[config.mk]
export PLATFORM = sky130hd
export DESIGN_NAME = frame_align_flat
export DESIGN_NICKNAME = d
export VERILOG_FILES = /design/src/rtl/frame_align_if.sv /design/src/rtl/frame_align.sv /design/src/flat_wrapper.sv
export SDC_FILE = /design/constraint.sdc
export NUM_CORES = 1
export LEC_CHECK = 0
export ABC_CLOCK_PERIOD_IN_PS = 8000
export CORE_MARGIN = 2
export CORE_UTILIZATION = 64
export CTS_CLUSTER_SIZE = 12
export DETAILED_ROUTE_END_ITERATION = 8
export GPL_TIMING_DRIVEN = 0
export PLACE_DENSITY_LB_ADDON = 0.2
export SKIP_CTS_REPAIR_TIMING = 1
export SLEW_MARGIN = 20
export SYNTH_ARGS = -nofsm -noshare
export SYNTH_HDL_FRONTEND = slang
export SYNTH_SLANG_ARGS = --single-unit
export TNS_END_PERCENT = 10
[constraint.sdc]
create_clock -name i_clk -period 8 [get_ports i_clk]
set_input_delay 0.8 -clock i_clk [delete_from_list [all_inputs] [get_ports i_clk]]
set_output_delay 0.8 -clock i_clk [all_outputs]
set_load 0.02 [all_outputs]
[src/rtl/frame_align_if.sv]
// Byte-stream bundle between the line receiver, the frame aligner and the demapper.
// Row/column widths cover 4 rows and up to 2048 columns.
interface frame_align_if;
    logic [7:0]  i_line_data;
    logic        i_line_data_valid;
    logic [7:0]  o_frame_data;
    logic        o_frame_data_valid;
    logic [1:0]  o_row_cnt;
    logic [10:0] o_col_cnt;
    logic        o_frame_start;
    logic        o_locked;

    modport master (
        output i_line_data, i_line_data_valid,
        input  o_frame_data, o_frame_data_valid, o_row_cnt, o_col_cnt, o_frame_start, o_locked
    );

    modport slave (
        input  i_line_data, i_line_data_valid,
        output o_frame_data, o_frame_data_valid, o_row_cnt, o_col_cnt, o_frame_start, o_locked
    );
endinterface

[src/rtl/frame_align.sv]
// Receive frame aligner: hunts for the F6F6F6282828 alignment word, verifies and holds lock,
// and forwards each byte one cycle later tagged with its row/column position.
module frame_align #(
    parameter int ROW_LEN       = 1041,
    parameter int VERIFY_FRAMES = 2,
    parameter int LOSS_FRAMES   = 4
) (
    input  logic         i_clk,
    input  logic         i_rst,
    frame_align_if.slave bus
);
    localparam logic [47:0] FAS      = 48'hF6F6F6_282828;
    localparam logic [10:0] COL_LAST = 11'(ROW_LEN - 1);

    typedef enum logic [1:0] {
        SEARCH = 2'd0,
        VERIFY = 2'd1,
        LOCKED = 2'd2
    } state_t;

    state_t      state_r;
    logic [47:0] hist_r;
    logic [1:0]  row_r;
    logic [10:0] col_r;
    logic [7:0]  good_r;
    logic [7:0]  bad_r;
    logic        fas_ok_r;

    logic [47:0] hist_next_s;
    logic [1:0]  row_next_s;
    logic [10:0] col_next_s;
    logic        fas_hit_s;
    logic        fas_ok_s;
    logic        in_fas_s;
    logic        fas_check_s;

    function automatic logic [7:0] fas_byte(input logic [10:0] col);
        case (col)
            11'd0, 11'd1, 11'd2: fas_byte = 8'hF6;
            11'd3, 11'd4, 11'd5: fas_byte = 8'h28;
            default:             fas_byte = 8'h00;
        endcase
    endfunction

    // Position of the byte after the current one.
    always_comb begin
        if (col_r == COL_LAST) begin
            col_next_s = 11'd0;
            row_next_s = row_r + 2'd1;
        end else begin
            col_next_s = col_r + 11'd1;
            row_next_s = row_r;
        end
    end

    // Per-frame FAS comparison, accumulated over row 0 cols 0-5 and judged at col 5.
    always_comb begin
        hist_next_s = {hist_r[39:0], bus.i_line_data};
        in_fas_s    = (row_r == 2'd0) && (col_r < 11'd6);
        fas_check_s = (row_r == 2'd0) && (col_r == 11'd5);
        fas_hit_s   = (bus.i_line_data == fas_byte(col_r));
        if (col_r == 11'd0) begin
            fas_ok_s = fas_hit_s;
        end else begin
            fas_ok_s = fas_ok_r & fas_hit_s;
        end
    end

    // Alignment state machine, position counters and registered outputs.
    always_ff @(posedge i_clk or posedge i_rst) begin
        if (i_rst) begin
            state_r                <= SEARCH;
            hist_r                 <= 48'd0;
            row_r                  <= 2'd0;
            col_r                  <= 11'd0;
            good_r                 <= 8'd0;
            bad_r                  <= 8'd0;
            fas_ok_r               <= 1'b0;
            bus.o_frame_data       <= 8'd0;
            bus.o_frame_data_valid <= 1'b0;
            bus.o_row_cnt          <= 2'd0;
            bus.o_col_cnt          <= 11'd0;
            bus.o_frame_start      <= 1'b0;
            bus.o_locked           <= 1'b0;
        end else if (bus.i_line_data_valid) begin
            bus.o_frame_data       <= bus.i_line_data;
            bus.o_row_cnt          <= row_r;
            bus.o_col_cnt          <= col_r;
            bus.o_frame_data_valid <= (state_r == LOCKED);
            bus.o_locked           <= (state_r == LOCKED);
            bus.o_frame_start      <= (state_r == LOCKED) && (row_r == 2'd0) && (col_r == 11'd0);
            row_r                  <= row_next_s;
            col_r                  <= col_next_s;
            if (in_fas_s) begin
                fas_ok_r <= fas_ok_s;
            end
            case (state_r)
                SEARCH: begin
                    hist_r <= hist_next_s;
                    if (hist_next_s == FAS) begin
                        state_r <= VERIFY;
                        good_r  <= 8'd0;
                        row_r   <= 2'd0;
                        col_r   <= 11'd6;
                    end
                end
                VERIFY: begin
                    if (fas_check_s) begin
                        if (!fas_ok_s) begin
                            state_r <= SEARCH;
                            hist_r  <= 48'd0;
                        end else if (good_r == 8'(VERIFY_FRAMES - 1)) begin
                            state_r <= LOCKED;
                            bad_r   <= 8'd0;
                        end else begin
                            good_r <= good_r + 8'd1;
                        end
                    end
                end
                LOCKED: begin
                    if (fas_check_s) begin
                        if (fas_ok_s) begin
                            bad_r <= 8'd0;
                        end else if (bad_r == 8'(LOSS_FRAMES - 1)) begin
                            state_r <= SEARCH;
                            hist_r  <= 48'd0;
                            bad_r   <= 8'd0;
                        end else begin
                            bad_r <= bad_r + 8'd1;
                        end
                    end
                end
                default: begin
                    state_r <= SEARCH;
                    hist_r  <= 48'd0;
                end
            endcase
        end else begin
            bus.o_frame_data_valid <= 1'b0;
            bus.o_frame_start      <= 1'b0;
        end
    end
endmodule

[src/flat_wrapper.sv]
// flat-port wrapper written by rule: the top's interface ports become plain ports
module frame_align_flat 
#(
    parameter int ROW_LEN       = 1041,
    parameter int VERIFY_FRAMES = 2,
    parameter int LOSS_FRAMES   = 4
)
  (i_clk, i_rst, bus_i_line_data, bus_i_line_data_valid, bus_o_frame_data, bus_o_frame_data_valid, bus_o_row_cnt, bus_o_col_cnt, bus_o_frame_start, bus_o_locked);
  frame_align_if bus_i ();
  input  logic i_clk;
  input  logic i_rst;
  input wire logic [$bits(bus_i.i_line_data)-1:0] bus_i_line_data;
  input wire logic [$bits(bus_i.i_line_data_valid)-1:0] bus_i_line_data_valid;
  output wire logic [$bits(bus_i.o_frame_data)-1:0] bus_o_frame_data;
  output wire logic [$bits(bus_i.o_frame_data_valid)-1:0] bus_o_frame_data_valid;
  output wire logic [$bits(bus_i.o_row_cnt)-1:0] bus_o_row_cnt;
  output wire logic [$bits(bus_i.o_col_cnt)-1:0] bus_o_col_cnt;
  output wire logic [$bits(bus_i.o_frame_start)-1:0] bus_o_frame_start;
  output wire logic [$bits(bus_i.o_locked)-1:0] bus_o_locked;
  assign bus_i.i_line_data = bus_i_line_data;
  assign bus_i.i_line_data_valid = bus_i_line_data_valid;
  assign bus_o_frame_data = bus_i.o_frame_data;
  assign bus_o_frame_data_valid = bus_i.o_frame_data_valid;
  assign bus_o_row_cnt = bus_i.o_row_cnt;
  assign bus_o_col_cnt = bus_i.o_col_cnt;
  assign bus_o_frame_start = bus_i.o_frame_start;
  assign bus_o_locked = bus_i.o_locked;
  frame_align #(.ROW_LEN(ROW_LEN), .VERIFY_FRAMES(VERIFY_FRAMES), .LOSS_FRAMES(LOSS_FRAMES)) u_core (.i_clk(i_clk), .i_rst(i_rst), .bus(bus_i));
endmodule
# --- Word level (Yosys, flattened, before mapping) ---
# Index checks and enable logic that the tools add are counted.
word_totals:
  reg_bits: 96
  output_inout_bits: 24
  word_cells: 93
op_classes:
  n_addsub: 4
  magnitude_cmp: 1
  eq_ne: 22
  n_mux: 36
  bitwise: 1
  n_reduce_logical: 16
op_table:
  columns: ["operator", "n"]
  rows:
  - ["$mux 40", 5]
  - ["$pmux 40 s3", 1]
  - ["$mux 8", 10]
  - ["$eq 48x48->1 const B", 1]
  - ["$pmux 8 s2", 3]
  - ["$mux 11", 3]
  - ["$eq 11x2->1 const B", 2]
  - ["$eq 11x3->1 const B", 2]
  - ["$mux 2", 10]
  - ["$reduce_and 6->1", 3]
  - ["$add 8x1->8 const B", 2]
  - ["$add 11x1->11 const B", 1]
  - ["$eq 11x1->1 const B", 1]
  - ["$eq 11x11->1 const B", 1]
  - ["$logic_not 11->1", 1]
  - ["$lt 11x3->1 const B", 1]
  - ["$ne 2x1->1 const B", 5]
  - ["$eq 8x1->1 const B", 1]
  - ["$eq 8x2->1 const B", 1]
  - ["$eq 8x8->1", 1]
  - ["$ne 2x2->1 const B", 4]
  - ["$reduce_and 7->1", 1]
  - ["$pmux 2 s3", 1]
  - ["$reduce_or 3->1", 2]
  - ["10 further kinds", 17]

# --- Longest topological paths before layout ---
depth:
  depth_word: 9
  ltp_mapped: 13

# --- Worst setup path after synthesis ---
# Ideal clock, no wire load.
synth_timing:
  kind: "input to register"
  startpoint: "input port bus_i_line_data[1]"
  endpoint: "register u_core.hist_r[10]"
  setup_time_ps: 124
  arrival_ps: 3307
  slack_ps: 4569
  cell_stages: 10
  n_path_buf: 4
  path_cell_list: "or3_4 or3_4 o311a_1 or4_1 clkbuf_2 o31a_1 clkbuf_1 buf_6 buf_6 mux2i_1"
synth_between:
  elab_chain_cells: 5
synth_lines:
  columns: ["item", "line", "rtl"]
  rows:
  - ["start: declaration", "flat_wrapper.sv:12", "input wire logic [$bits(bus_i.i_line_data)-1:0] bus_i_line_data;"]
  - ["$eq 8x8->1 (*)", "frame_align.sv:61", "fas_hit_s = (bus.i_line_data == fas_byte(col_r));"]
  - ["$and 1x1->1", "frame_align.sv:65", "fas_ok_s = fas_ok_r & fas_hit_s;"]
  - ["$mux 1 (*)", "frame_align.sv:62", "if (col_r == 11'd0) begin"]
  - ["$ne 2x2->1 (no source line)", null, null]
  - ["$reduce_and 6->1 (no source line) (*)", null, null]
  - ["end signal: assignment", "frame_align.sv:99", "hist_r <= hist_next_s;"]
  - ["end: declaration", "frame_align.sv:22", "logic [47:0] hist_r;"]
# Mark *: on every way between the ends. The rest lies on a longest branch, timed or not.
# A chain may end at the register's enable or synchronous reset.

# --- Final worst setup path ---
layout_timing:
  startpoint: "input port bus_i_line_data[1]"
  endpoint: "register u_core.hist_r[9]"
# The elaborated chain is that of the path after synthesis.

==> results.yml <==
synthesis:
  synth_top_area_share_pct: 47.1
  ys_async_sr_fraction_pct: 100
  synth_area_um2: 5100
  synth_edf_count: 0
  yosysMostFrequentCell: "dfrtp_1"
  yosys-top-cells-area: "dfrtp_1 47%, mux2i_1 7.8%, mux2_2 5.1%"
  synth_cell_type_count: 56
  synth_compound_gate_area_share_pct: 10.3
  syn-num-nets: 540
  synthMuxAreaShare_pct: 12.9
  synth_adder_area_share_pct: 2.94
  synthFlopType: "dfrtp_1"
  synth_simple_gate_area_share_pct: 18.6
  avgSynthCellArea_um2: 9.87
  yosysWarnings: 0
  yosys.area.top_type: "dfrtp_1"
  synth_top_family_by_area: "simple AND/OR/NAND/NOR gates"
  synth_xor_area_share_pct: 1.54
  synthCells: 517
  synth_top_cells_by_count: "96 x dfrtp_1, 63 x nand2_1, 56 x inv_1, 40 x mux2i_1, 29 x nor2_1"
  ys_seq_elements: 96
  ys_seq_area_share_pct: 47.1
clock_network:
  clk_path_buf_depth: 2
  insertion_delay_ns: 0.36
  clock-sinks: 96
  clkSlewWorstSetupHoldPaths_ns: 0.10
  cts_tree: "built"
  root_buffer: "clkbuf_8"
  numCtsBuffers: 9
  cts_htree_levels: 3
place:
  place_hpwl_um: 7740
  io_buffers: 31
  place_congestion: 0.909
  post_dp_cell_area_um2: 5570
  post-place-ws_ns: 3.88
route:
  drtPass1Iterations: 5
  wl_per_cell_um: 16.5
  drtAntennaViolNets: 0
  drc: 0
  viasPerCell: 5.99
  drt_wl_total_um: 11000
  drt_iter0_drc: 223
  route.vias.total: 3988
die:
  initial_utilization_pct: 66.0
  io_pins: 35
  die_x_um: 93.3
  die_h_um: 93.3
  die-area_um2: 8700
  rows: 32
  core_area_um2: 7730
sta:
  fin_crit_sh_pct: 47.1
  final-setup-viol-count: 0
  period_minus_slack_ns: 3.77
  finClkSkew_ns: 0.00687
  tightest_slew_ns: 0.888
  max_freq_mhz: 265
  tns_ns: 0
  hold_slack_ns: 0.514
  hold_viol_final: 0
  slew_headroom_pct: 40.1
  rsz0062_at_grt: "false"
  setup_ws_ns: 4.23
  finalMaxSlewViolations: 0
critical_path:
  reg2reg_slack_ns: 4.56
  cp.required_ns: 8.28
  r2r_start: "u_core.col_r[1]"
  crit_type: "input pin to flop"
  critPathMaxFanout: 10
  slowest_stage: "or4_1"
  r2r-end: "u_core.hist_r[9]"
  crit_end: "u_core.hist_r[9]"
  cp-end-kind: "flop"
  cp_cell_sequence: "clkdlybuf4s50_1 > or3_4 > or3_4 > o311a_1 > or4_1 > clkbuf_2 > o31a_1 > clkbuf_1 > buf_6 > buf_6 > mux2i_1"
  reg2regPathDepth: 13
  cpPeakStageDelay_ns: 0.52
  crit_arrival_ns: 4.05
  worstSetupStartpoint: "bus_i_line_data[1]"
  worstSetupStartpointType: "input pin"
worst_hold_path:
  min_path_type: "flop to flop"
power_and_ir_drop:
  p_seq_share_pct: 46.6
  p_switching_uw: 433
  p_int_uw: 835
  power_density_nw_per_um2: 220
  p_leak_uw: 0.00249
  comb_power_share_pct: 28.1
  p_sw_share_pct: 34.2
  p_clk_share_pct: 25.4
  irDropWorstVdd_uv: 230
cells_and_area:
  multi_input_area_um2: 2370
  final_layout_size_suffix_gt1_share_pct: 9.04
  ff_latch_area_um2: 2400
  fin_area_um2: 5770
  antenna_cells: 0
  areaGrowthSynthToFinish_pct: 13.0
  nets: 583
  nFillCells: 534
  finalCoreUtilization_pct: 74.6
run:
  maxCapViolCount: 0
grt:
  grt_overflow_total: 0
  grt_pass1_vias: 4073
  grt_pass1_wl_um: 18800
  grt_max_degree: 75
  antenna_found_initial: 0
  grt.total_usage_pct: 27.0
run_status:
  outcome: "completed"
-- logic make-up after synthesis --
family | count (synthesis)
and+or+nand+nor | 182
DFF | 96
buffers and inverters | 84
AOI/OAI and AO/OA | 71
muxes | 63
adders and majority gates | 12
xor gates and xnor gates | 9
-- per-layer routing --
metal	vias up	part of all wire (%)	GRT usage, %	routed length (um)
li1	1903	-	-	-
met1	1959	46	37.4	5090
met2	113	47	43.2	5170
met3	13	5.5	5.40	605
met4	0	1.2	8.58	129
met5	-	0	0	0
-- how the worst min path moves through the flow --
stage	slack, ns	cells after the start	to	from
floorplan	0.48	1	u_core.bus.o_row_cnt[0]	u_core.row_r[0]
global placement	0.49	1	u_core.bus.o_col_cnt[6]	u_core.bus.o_col_cnt[6]
detailed placement	0.50	1	u_core.bus.o_col_cnt[7]	u_core.bus.o_col_cnt[7]
CTS	0.52	1	u_core.bus.o_col_cnt[7]	u_core.bus.o_col_cnt[7]
global route	0.53	1	u_core.bus.o_row_cnt[0]	u_core.bus.o_row_cnt[0]
finish	0.51	1	u_core.bus.o_col_cnt[7]	u_core.bus.o_col_cnt[7]
-- layout make-up --
type,instances,area share (%)
multi-input cells,337,41.1
flip-flops and latches,96,41.7
plain buffers,28,2.15
inverters,56,3.73
well taps,102,2.21
clock inverters,6,1.17
clock buffers,9,2.15
repair buffers,32,5.86
-- critical path: cells and delay by family --
kind / cells / cell delay [ns]
simple gates: 3 / 1.29
buf+inv: 5 / 1.12
compound gates: 2 / 0.67
mux: 1 / 0.17
-- power by group through the flow --
stage	sequential (uW)	combinational [uW]	clock, uW
after floorplan	617	215	0
after global placement	596	341	0
after detailed placement	599	352	0
after CTS	590	356	322
after global routing	598	392	342
final	591	356	322
-- cells in the final DEF (no fill, tap or decap), types with 3 or more instances in the layout --
cell | Yosys | final
a21oi_1 | 4 | 4
ha_1 | 12 | 12
nand2b_1 | 4 | 4
o211ai_1 | 4 | 4
mux2i_1 | 40 | 40
nor4_1 | 6 | 6
nor3_1 | 7 | 7
nand2_1 | 63 | 63
nor4b_1 | 3 | 3
or2_2 | 3 | 3
or4_1 | 7 | 7
mux2_2 | 23 | 23
dfrtp_1 | 96 | 96
or3_1 | 5 | 5
nor2_1 | 29 | 29
inv_1 | 56 | 55
xor2_1 | 8 | 8
o21ai_0 | 14 | 14
o311ai_0 | 6 | 6
inv_6 | 0 | 3
and3_1 | 6 | 6
a22o_1 | 7 | 7
clkbuf_8 | 0 | 9
clkdlybuf4s50_1 | 0 | 31
a31oi_1 | 4 | 4
nand3_1 | 14 | 14
nand4b_1 | 4 | 4
clkbuf_1 | 21 | 21
and4b_1 | 4 | 4
nor2b_1 | 3 | 3
nor4bb_1 | 3 | 3
o31ai_1 | 8 | 8
nand4_1 | 15 | 15
-- flip-flops by register name, summed over array words and instances, names as in the netlist, 2 cells and up --
name	flops
u_core.col_r	11
u_core.bus.o_row_cnt	2
u_core.bus.o_col_cnt	11
u_core.state_r	2
u_core.hist_r	40
u_core.row_r	2
u_core.bus.o_frame_data	8
u_core.good_r	8
u_core.bad_r	8
-- through the flow --
stage                     cells  power [uW]
after detailed placement    651         951
after CTS                   666        1270
final                       666        1270
after global routing        666        1330
after floorplan             517         832
after global placement      650         937
Power figures use the tool's default switching activity.
